--- config.mk ---
export PLATFORM = sky130hd
export DESIGN_NAME = axi_chan_fifo
export DESIGN_NICKNAME = d
export VERILOG_FILES = /design/src/rtl/axi_chan_fifo.sv
export SDC_FILE = /design/constraint.sdc
export NUM_CORES = 1
export LEC_CHECK = 0
export CAP_MARGIN = 5
export CORE_MARGIN = 4
export CORE_UTILIZATION = 50
export CTS_CLUSTER_DIAMETER = 150
export DETAILED_ROUTE_END_ITERATION = 16
export PLACE_DENSITY_LB_ADDON = 0.2
export SYNTH_ARGS = -nofsm -noshare
export SYNTH_HDL_FRONTEND = slang
export SYNTH_SLANG_ARGS = --single-unit
--- constraint.sdc ---
create_clock -name aclk -period 12.25 [get_ports aclk]
set_input_delay 1.225 -clock aclk [delete_from_list [all_inputs] [get_ports aclk]]
set_output_delay 1.225 -clock aclk [all_outputs]
set_load 0.01 [all_outputs]
--- src/rtl/axi_chan_fifo.sv ---
// Parametrised valid/ready FIFO for AXI channel queues with optional output register,
// occupancy count, almost-full/almost-empty flags, synchronous flush and high-water mark.
module axi_chan_fifo #(
    parameter int WIDTH     = 32,
    parameter int DEPTH     = 16,
    parameter int OUT_REG   = 0,
    parameter int AF_THRESH = DEPTH - 2,
    parameter int AE_THRESH = 1,
    parameter int CNT_W     = $clog2(DEPTH + 2)
) (
    input  logic             aclk,
    input  logic             aresetn,
    input  logic             flush,
    input  logic             wr_valid,
    output logic             wr_ready,
    input  logic [WIDTH-1:0] wr_data,
    output logic             rd_valid,
    input  logic             rd_ready,
    output logic [WIDTH-1:0] rd_data,
    output logic [CNT_W-1:0] count,
    output logic             almost_full,
    output logic             almost_empty,
    output logic [CNT_W-1:0] hwm,
    input  logic             hwm_clr
);

    localparam int AW  = $clog2(DEPTH);
    localparam int CAP = DEPTH + OUT_REG;

    localparam logic [CNT_W-1:0] CAP_C     = CNT_W'(CAP);
    localparam logic [CNT_W-1:0] CNT_ZERO  = {CNT_W{1'b0}};
    localparam logic [CNT_W-1:0] CNT_ONE   = {{(CNT_W-1){1'b0}}, 1'b1};
    localparam logic [AW:0]      PTR_ZERO  = {(AW+1){1'b0}};
    localparam logic [AW:0]      PTR_ONE   = {{AW{1'b0}}, 1'b1};
    localparam logic [WIDTH-1:0] DATA_ZERO = {WIDTH{1'b0}};

    logic [WIDTH-1:0] mem_q [DEPTH];
    logic [AW:0]      wr_ptr_q, wr_ptr_d;
    logic [AW:0]      rd_ptr_q, rd_ptr_d;
    logic [CNT_W-1:0] count_q, count_d;
    logic [CNT_W-1:0] hwm_q, hwm_d;

    logic             push_s;
    logic             pop_s;
    logic             mem_empty_s;
    logic             mem_wr_s;
    logic             mem_rd_s;
    logic             wr_ready_s;
    logic             rd_valid_s;
    logic [WIDTH-1:0] mem_head_s;
    logic [AW-1:0]    wr_idx_s;
    logic [AW-1:0]    rd_idx_s;

    // Extra pointer MSB distinguishes full from empty without a separate flag.
    assign wr_idx_s    = wr_ptr_q[AW-1:0];
    assign rd_idx_s    = rd_ptr_q[AW-1:0];
    assign mem_empty_s = (wr_ptr_q == rd_ptr_q);
    assign mem_head_s  = mem_q[rd_idx_s];

    // wr_ready depends only on the registered count, so a full FIFO never accepts on a pop.
    assign wr_ready_s = (count_q != CAP_C);
    assign push_s     = wr_valid & wr_ready_s;
    assign pop_s      = rd_valid_s & rd_ready;

    generate
        if (OUT_REG == 0) begin : g_direct
            assign mem_wr_s   = push_s;
            assign mem_rd_s   = pop_s;
            assign rd_valid_s = !mem_empty_s;
            // Gate the head so unwritten memory never reaches the output.
            assign rd_data    = rd_valid_s ? mem_head_s : DATA_ZERO;
        end else begin : g_outreg
            logic             out_valid_q, out_valid_d;
            logic [WIDTH-1:0] out_data_q, out_data_d;
            logic             load_s;
            logic             bypass_s;

            // Refill the output register whenever it is free or draining; an empty memory
            // lets the incoming beat skip straight into the register.
            always_comb begin
                load_s      = (!out_valid_q || pop_s) && (!mem_empty_s || push_s);
                bypass_s    = load_s && mem_empty_s && push_s;
                out_valid_d = out_valid_q;
                out_data_d  = out_data_q;
                if (flush) begin
                    out_valid_d = 1'b0;
                    out_data_d  = DATA_ZERO;
                end else if (load_s) begin
                    out_valid_d = 1'b1;
                    out_data_d  = bypass_s ? wr_data : mem_head_s;
                end else if (pop_s) begin
                    out_valid_d = 1'b0;
                    out_data_d  = out_data_q;
                end else begin
                    out_valid_d = out_valid_q;
                    out_data_d  = out_data_q;
                end
            end

            // Output register state.
            always_ff @(posedge aclk or negedge aresetn) begin
                if (!aresetn) begin
                    out_valid_q <= 1'b0;
                    out_data_q  <= DATA_ZERO;
                end else begin
                    out_valid_q <= out_valid_d;
                    out_data_q  <= out_data_d;
                end
            end

            assign mem_wr_s   = push_s && !bypass_s;
            assign mem_rd_s   = load_s && !mem_empty_s;
            assign rd_valid_s = out_valid_q;
            assign rd_data    = out_data_q;
        end
    endgenerate

    // Next-state for pointers, occupancy and high-water mark; flush overrides everything.
    always_comb begin
        wr_ptr_d = wr_ptr_q;
        rd_ptr_d = rd_ptr_q;
        count_d  = count_q;
        hwm_d    = hwm_q;
        if (flush) begin
            wr_ptr_d = PTR_ZERO;
            rd_ptr_d = PTR_ZERO;
            count_d  = CNT_ZERO;
            hwm_d    = CNT_ZERO;
        end else begin
            wr_ptr_d = mem_wr_s ? (wr_ptr_q + PTR_ONE) : wr_ptr_q;
            rd_ptr_d = mem_rd_s ? (rd_ptr_q + PTR_ONE) : rd_ptr_q;
            if (push_s && !pop_s) begin
                count_d = count_q + CNT_ONE;
            end else if (pop_s && !push_s) begin
                count_d = count_q - CNT_ONE;
            end else begin
                count_d = count_q;
            end
            if (hwm_clr) begin
                hwm_d = count_d;
            end else if (count_d > hwm_q) begin
                hwm_d = count_d;
            end else begin
                hwm_d = hwm_q;
            end
        end
    end

    // Control state registers.
    always_ff @(posedge aclk or negedge aresetn) begin
        if (!aresetn) begin
            wr_ptr_q <= PTR_ZERO;
            rd_ptr_q <= PTR_ZERO;
            count_q  <= CNT_ZERO;
            hwm_q    <= CNT_ZERO;
        end else begin
            wr_ptr_q <= wr_ptr_d;
            rd_ptr_q <= rd_ptr_d;
            count_q  <= count_d;
            hwm_q    <= hwm_d;
        end
    end

    // Payload storage; contents are deliberately not reset.
    always_ff @(posedge aclk) begin
        if (mem_wr_s && !flush) begin
            mem_q[wr_idx_s] <= wr_data;
        end
    end

    assign wr_ready     = wr_ready_s;
    assign rd_valid     = rd_valid_s;
    assign count        = count_q;
    assign hwm          = hwm_q;
    assign almost_full  = (int'(count_q) >= AF_THRESH);
    assign almost_empty = (int'(count_q) <= AE_THRESH);

endmodule

==> flow_summary.yaml, run 1 <==
sta:
  rsz0062_at_grt: "no"
  slew_viol_final: 0
  worst_slew_pin_slew_ns: 1.21
  max_freq_ghz: 0.176
  setup_ws_ns: 6.56
  hold_viol: 0
  setup-violations-final: 0
  period_share_pct: 46.5
  whs_ns: 0.586
  min_period_ns: 5.69
  final.setup.tns_ns: 0
  max-slew-margin-rel_pct: 19.3
  skew_ns: 0.0203
critical_path:
  cp.depth: 6
  path_class: "register to primary output"
  critPathCaptureType: "primary output"
  cp_max_fo: 52
  crit_family: "buffers and inverters"
  critPathLaunchType: "register"
  critPathArrivalTime_ns: 4.47
  critPathMaxStageDelay_ns: 0.79
  path_buf_inv: 3
  crit_chain: "buf_4, buf_4, mux4_2, mux4_2, nor2b_1, clkdlybuf4s50_1"
  worst_ep_required_time_ns: 11.02
  critPathSlowestCell: "dfrtp_4"
  r2r_cells: 12
power_and_ir_drop:
  power_frac_comb_pct: 20.0
  total_power_uw: 4590
  p_leak_uw: 0.00750
  internal_power_uw: 3460
  p_seq_share_pct: 45.7
  vdd_drop_max_mv: 0.107
  clkPwrFrac_pct: 34.3
  swShare_pct: 24.7
  power.density_nw_per_um2: 189
  p_switching_uw: 1130
placed_design:
  place_ws_ns: 7.12
  gp_congestion: 0.746
  place_area_um2: 22600
  numPortBuffers: 83
  dp.final_hpwl_um: 22400
drt:
  drtIter0Drc: 1024
  wl_per_cell_um: 27.1
  detail-route-antenna-nets: 0
  drc: 0
  drt_wl_total_um: 44200
  viasPerCell: 6.00
  vias: 9768
  drt_pass1_iterations: 5
global_routing:
  grt_start_max_net_pins: 89
  grt_pass1_vias: 10100
  grtUsageTotal_pct: 20.0
  antenna_found_initial: 1
  grt_remaining_overflow: 0
  grt_pass1_wl_um: 66300
cts:
  clock_path_buffers: 3
  cts_resized: 0
  cts.sinks: 532
  cts_tree: "done"
  numCtsBuffers: 53
  cts.repair_timing.setup_buffer_count: 0
  htreeDepth: 2
  path_clk_slew_ns: 0.06
  root_buffer: "clkbuf_16"
  insertion_delay_ns: 0.59
  hold_buffers: 0
floorplanning:
  die_w_um: 213
  core.rowCount: 74
  start_util_pct: 51.1
  ios: 84
  die_h_um: 213
  coreArea_um2: 41200
  dieArea_um2: 45400
layout:
  nFillCells: 2899
  drive_gt1_share_pct: 26.0
  area_growth_syn_to_layout_pct: 15.3
  fin_area_um2: 24300
  nets: 1109
  n_antenna_cell: 0
job:
  maxCapViolations: 0
synthesis:
  ys_types: 47
  synth-edff-count: 512
  synth_flop_cell: "edfxtp_1"
  syn-cell-area_um2: 21000
  yosys_warnings: 0
  syn_area_per_cell_um2: 22.3
  synth_fp_nets: 997
  synth_seq_area_share_pct: 75.4
  synthArstFlopShare_pct: 3.76
  synthCells: 944
  synth_seq_cells: 532
status:
  outcome: "completed"
worst_hold_path:
  hold-path-cell-count: 2
  min_path_type: "register to register"
[layout make-up]
cell class / count / area (um2) / area share [%]
clock buffers: 63 / 1390 / 5.71
clock inverters: 32 / 305 / 1.26
inverters: 11 / 41.3 / 0.170
multi-input cells: 350 / 4960 / 20.4
flip-flops and latches: 532 / 15900 / 65.4
well taps: 532 / 666 / 2.74
repair buffers: 108 / 1030 / 4.25
[power groups by stage]
stage	registers (uW)	logic, uW	clock network, uW
2_1_floorplan	2090	667	0
3_3_place_gp	2140	923	0
3_5_place_dp	2140	930	0
4_1_cts	2100	935	1610
5_1_grt	2110	996	1690
6_report	2100	916	1580
[cell usage after synthesis (all sizes together) (2+ instances only)]
cell / instances / area share, %
mux4: 160 / 17
nor4: 2 / 0.059
ha: 15 / 0.89
and2: 2 / 0.059
o22ai: 3 / 0.089
nor2: 34 / 0.61
o221ai: 4 / 0.17
edfxtp: 512 / 73
nand4: 3 / 0.089
o21a: 3 / 0.11
xnor2: 6 / 0.25
nand2b: 6 / 0.18
or4: 3 / 0.11
o21ai: 4 / 0.11
or3: 3 / 0.089
dfrtp: 20 / 2.4
buf: 31 / 1.0
nand2: 13 / 0.23
o311ai: 3 / 0.12
o211ai: 4 / 0.14
o31ai: 2 / 0.071
o2111ai: 2 / 0.083
inv: 11 / 0.20
a21oi: 7 / 0.17
nand3: 2 / 0.071
xor2: 8 / 0.33
nor3: 12 / 0.29
and3: 2 / 0.059
or2: 5 / 0.15
clkbuf: 20 / 0.36
nor2b: 34 / 1.0
[cells by family after synthesis]
logic type / synth area share [%]
compound gates: 1.24
mux: 17.2
xor+xnor: 0.583
buf+inv: 1.56
simple gates: 3.14
flops: 75.4
fa+ha+maj: 0.892
[metrics by stage]
step / utilization (%) / instances
global route: 58.9 / 1628
detailed placement: 54.8 / 1533
finish: 58.9 / 1628
floorplan: - / 944
CTS: 58.9 / 1628
global placement: 54.8 / 1533
[worst reg2reg max path, cell delays in order, from the launching register on]
cell      delay (ns)
dfrtp_2         0.34
buf_4           0.72
xor2_1          0.30
or2_1           0.40
nor2_4          0.96
o221ai_1        0.32
nand2_1         0.14
ha_1            0.24
nor2b_1         0.13
o31ai_1         0.19
a21oi_1         0.25
or4b_2          0.66
o31ai_1         0.08
[registers in the layout (all words and copies together), names as in the netlist]
signal    flops
mem_q       512
wr_ptr_q      5
rd_ptr_q      5
hwm           5
count         5
[cell usage in the layout (no fill, tap or decap), types with 3 or more instances in the layout]
master and n:
clkinv_1 13, clkbuf_1 9, or4_1 3, mux4_2 160
nor3_1 8, nand2_1 13, nor2b_1 34, or2_1 3
clkbuf_16 54, bufinv_16 6, o311ai_1 3, clkdlybuf4s50_1 83
buf_4 24, dfrtp_1 16, xor2_1 8, or3_1 3
a21oi_1 7, inv_1 10, nor2_4 13, xnor2_1 6
nor3_2 4, nor2_1 21, o21a_1 3, nand4_1 3
o211ai_1 4, o221ai_1 4, edfxtp_1 512, o22ai_1 3
clkinv_2 12, ha_1 15, nand2b_1 6
[path summary, 6_finish.rpt]
kind | from | to | slack [ns]
worst max register to register | rd_ptr_q[2] | hwm[0] | 7.44
worst min register to register | rd_ptr_q[4] | rd_ptr_q[4] | 0.59
max in group asynchronous | aresetn | rd_ptr_q[0] | 10.37
min in group asynchronous | aresetn | count[1] | 1.18
worst max-delay path | rd_ptr_q[1] | rd_data[16] | 6.56
worst min-delay path | rd_ptr_q[4] | rd_ptr_q[4] | 0.59
[per-layer routing]
metal	part of all wire [%]	vias to the layer above	global-route usage, %
met3	5.2	54	3.31
met2	49	276	31.9
met1	44	5256	29.8
met5	0.029	-	0
li1	-	4180	-
met4	1.6	2	4.77
No activity file was read; power rests on OpenSTA's default activity.
==> inputs of run 2 (changes only) <==
==> constraint.sdc (replaced) <==
create_clock -name aclk -period 5.71 [get_ports aclk]
set_input_delay 0.571 -clock aclk [delete_from_list [all_inputs] [get_ports aclk]]
set_output_delay 0.571 -clock aclk [all_outputs]
set_load 0.01 [all_outputs]
==> run 2 against run 1 <==
  * Utilization grew 0.45 points
  * Combinational power rose by 120%
  * Total power rose by 120%
  * Clock power rose by 130%
  * Non-clock buffer count up 3
  * Clock-buffer cell count is 4 lower
  * Via count is essentially flat
  * Routed wire length shrank 0.48%
  * Sequential share of layout area shrank 0.49 points
  * Critical path depth is 1 lower
  * Largest power group unchanged
  * Register-to-register slack worse by 5.6 ns
==> flow_summary.yaml, run 2 (synthesized netlist as in run 1, its figures left out) <==
global_routing:
  grt_start_max_net_pins: 87
  grt_pass1_vias: 10200
  grt_remaining_overflow: 0
  grt_pass1_wl_um: 66500
  antenna_found_initial: 1
  grtUsageTotal_pct: 20.1
sta:
  final.setup.tns_ns: 0
  max-slew-margin-rel_pct: 24.3
  setup-violations-final: 0
  hold_viol: 0
  rsz0062_at_grt: "no"
  slew_viol_final: 0
  max_freq_ghz: 0.236
  skew_ns: 0.0164
  min_period_ns: 4.25
  setup_ws_ns: 1.46
  whs_ns: 0.510
  period_share_pct: 74.4
  worst_slew_pin_slew_ns: 1.13
cts:
  numCtsBuffers: 54
  insertion_delay_ns: 0.59
  hold_buffers: 0
  cts_tree: "done"
  cts.sinks: 532
  htreeDepth: 2
  root_buffer: "clkbuf_16"
  cts_resized: 0
  path_clk_slew_ns: 0.06
  cts.repair_timing.setup_buffer_count: 0
  clock_path_buffers: 3
drt:
  drc: 0
  drtIter0Drc: 818
  viasPerCell: 5.97
  wl_per_cell_um: 26.9
  drt_wl_total_um: 44000
  detail-route-antenna-nets: 0
  vias: 9762
  drt_pass1_iterations: 5
power_and_ir_drop:
  power.density_nw_per_um2: 414
  vdd_drop_max_mv: 0.287
  p_leak_uw: 0.00758
critical_path:
  worst_ep_required_time_ns: 5.14
  cp_max_fo: 86
  path_class: "register to primary output"
  critPathCaptureType: "primary output"
  critPathLaunchType: "register"
  r2r_slack_ns: 1.85
  r2r_cells: 11
  critPathArrivalTime_ns: 3.67
layout:
  area_growth_syn_to_layout_pct: 16.2
  largest_reg_flops: 512
  n_antenna_cell: 0
  drive_gt1_share_pct: 26.6
  final_common_cell: "edfxtp_1"
  nets: 1113
  fin_util_pct: 59.4
  top_register: "mem_q"
  final_cell_mix: "edfxtp_1 (512), mux4_2 (160), clkdlybuf4s50_1 (83)"
worst_hold_path:
  min_path_type: "primary input to async pin"
job:
  maxCapViolations: 0
floorplanning:
  coreArea_um2: 41200
  ios: 84
  core.rowCount: 74
  start_util_pct: 51.1
  dieArea_um2: 45400
  die_w_um: 213
  die_h_um: 213
status:
  outcome: "completed"
placed_design:
  place_ws_ns: 1.83
  dp.final_hpwl_um: 23100
  gp_congestion: 0.757
  numPortBuffers: 83
[run 2: worst paths after layout]
| path | endpoint | from |
|---|---|---|
| max reg2reg | hwm[4] | rd_ptr_q[1] |
| min reg2reg | rd_ptr_q[4] | rd_ptr_q[4] |
| min in group aclk | rd_ptr_q[4] | rd_ptr_q[4] |
| max | rd_data[12] | rd_ptr_q[1] |
| max in group asynchronous | rd_ptr_q[0] | aresetn |
| min | hwm[1] | aresetn |
[run 2: worst max-delay path, cell delays in order (launching register included)]
cell and delay, ns:
dfrtp_4 0.89, buf_12 0.53, mux4_2 0.38, mux4_2 0.51, nor2b_1 0.17, clkdlybuf4s50_1 0.52
[run 2: area by class of cell]
class	instances	area, um2
clock buffer	59	1390
multi-input combinational	350	4960
clock inverter	41	435
sequential	532	15900
inverter	11	41.3
timing repair buffer	111	1080
tap	532	666
fill	2923	16700
[run 2: routing by layer]
metal / up-vias / global-route usage (%) / share of wire (%)
li1: 4195 / - / -
met1: 5238 / 29.5 / 44
met2: 256 / 32.1 / 49
met3: 71 / 3.25 / 5.0
met4: 2 / 5.32 / 2.0
met5: - / 0 / 0.030
[run 2: power by group]
part	internal [uW]	leakage, uW	switching, uW	total (uW)
registers	4360	0.00488	109	4470
clock network	2160	0.000890	1440	3600
logic	1090	0.00181	963	2050
[run 2: through the flow]
step	cells	cell area, um2	power, uW
finish	1636	24500	10100
global route	1636	24500	10600
CTS	1636	24500	10200
detailed placement	1536	22600	6630
global placement	1536	22600	6610
floorplan	944	21000	5910
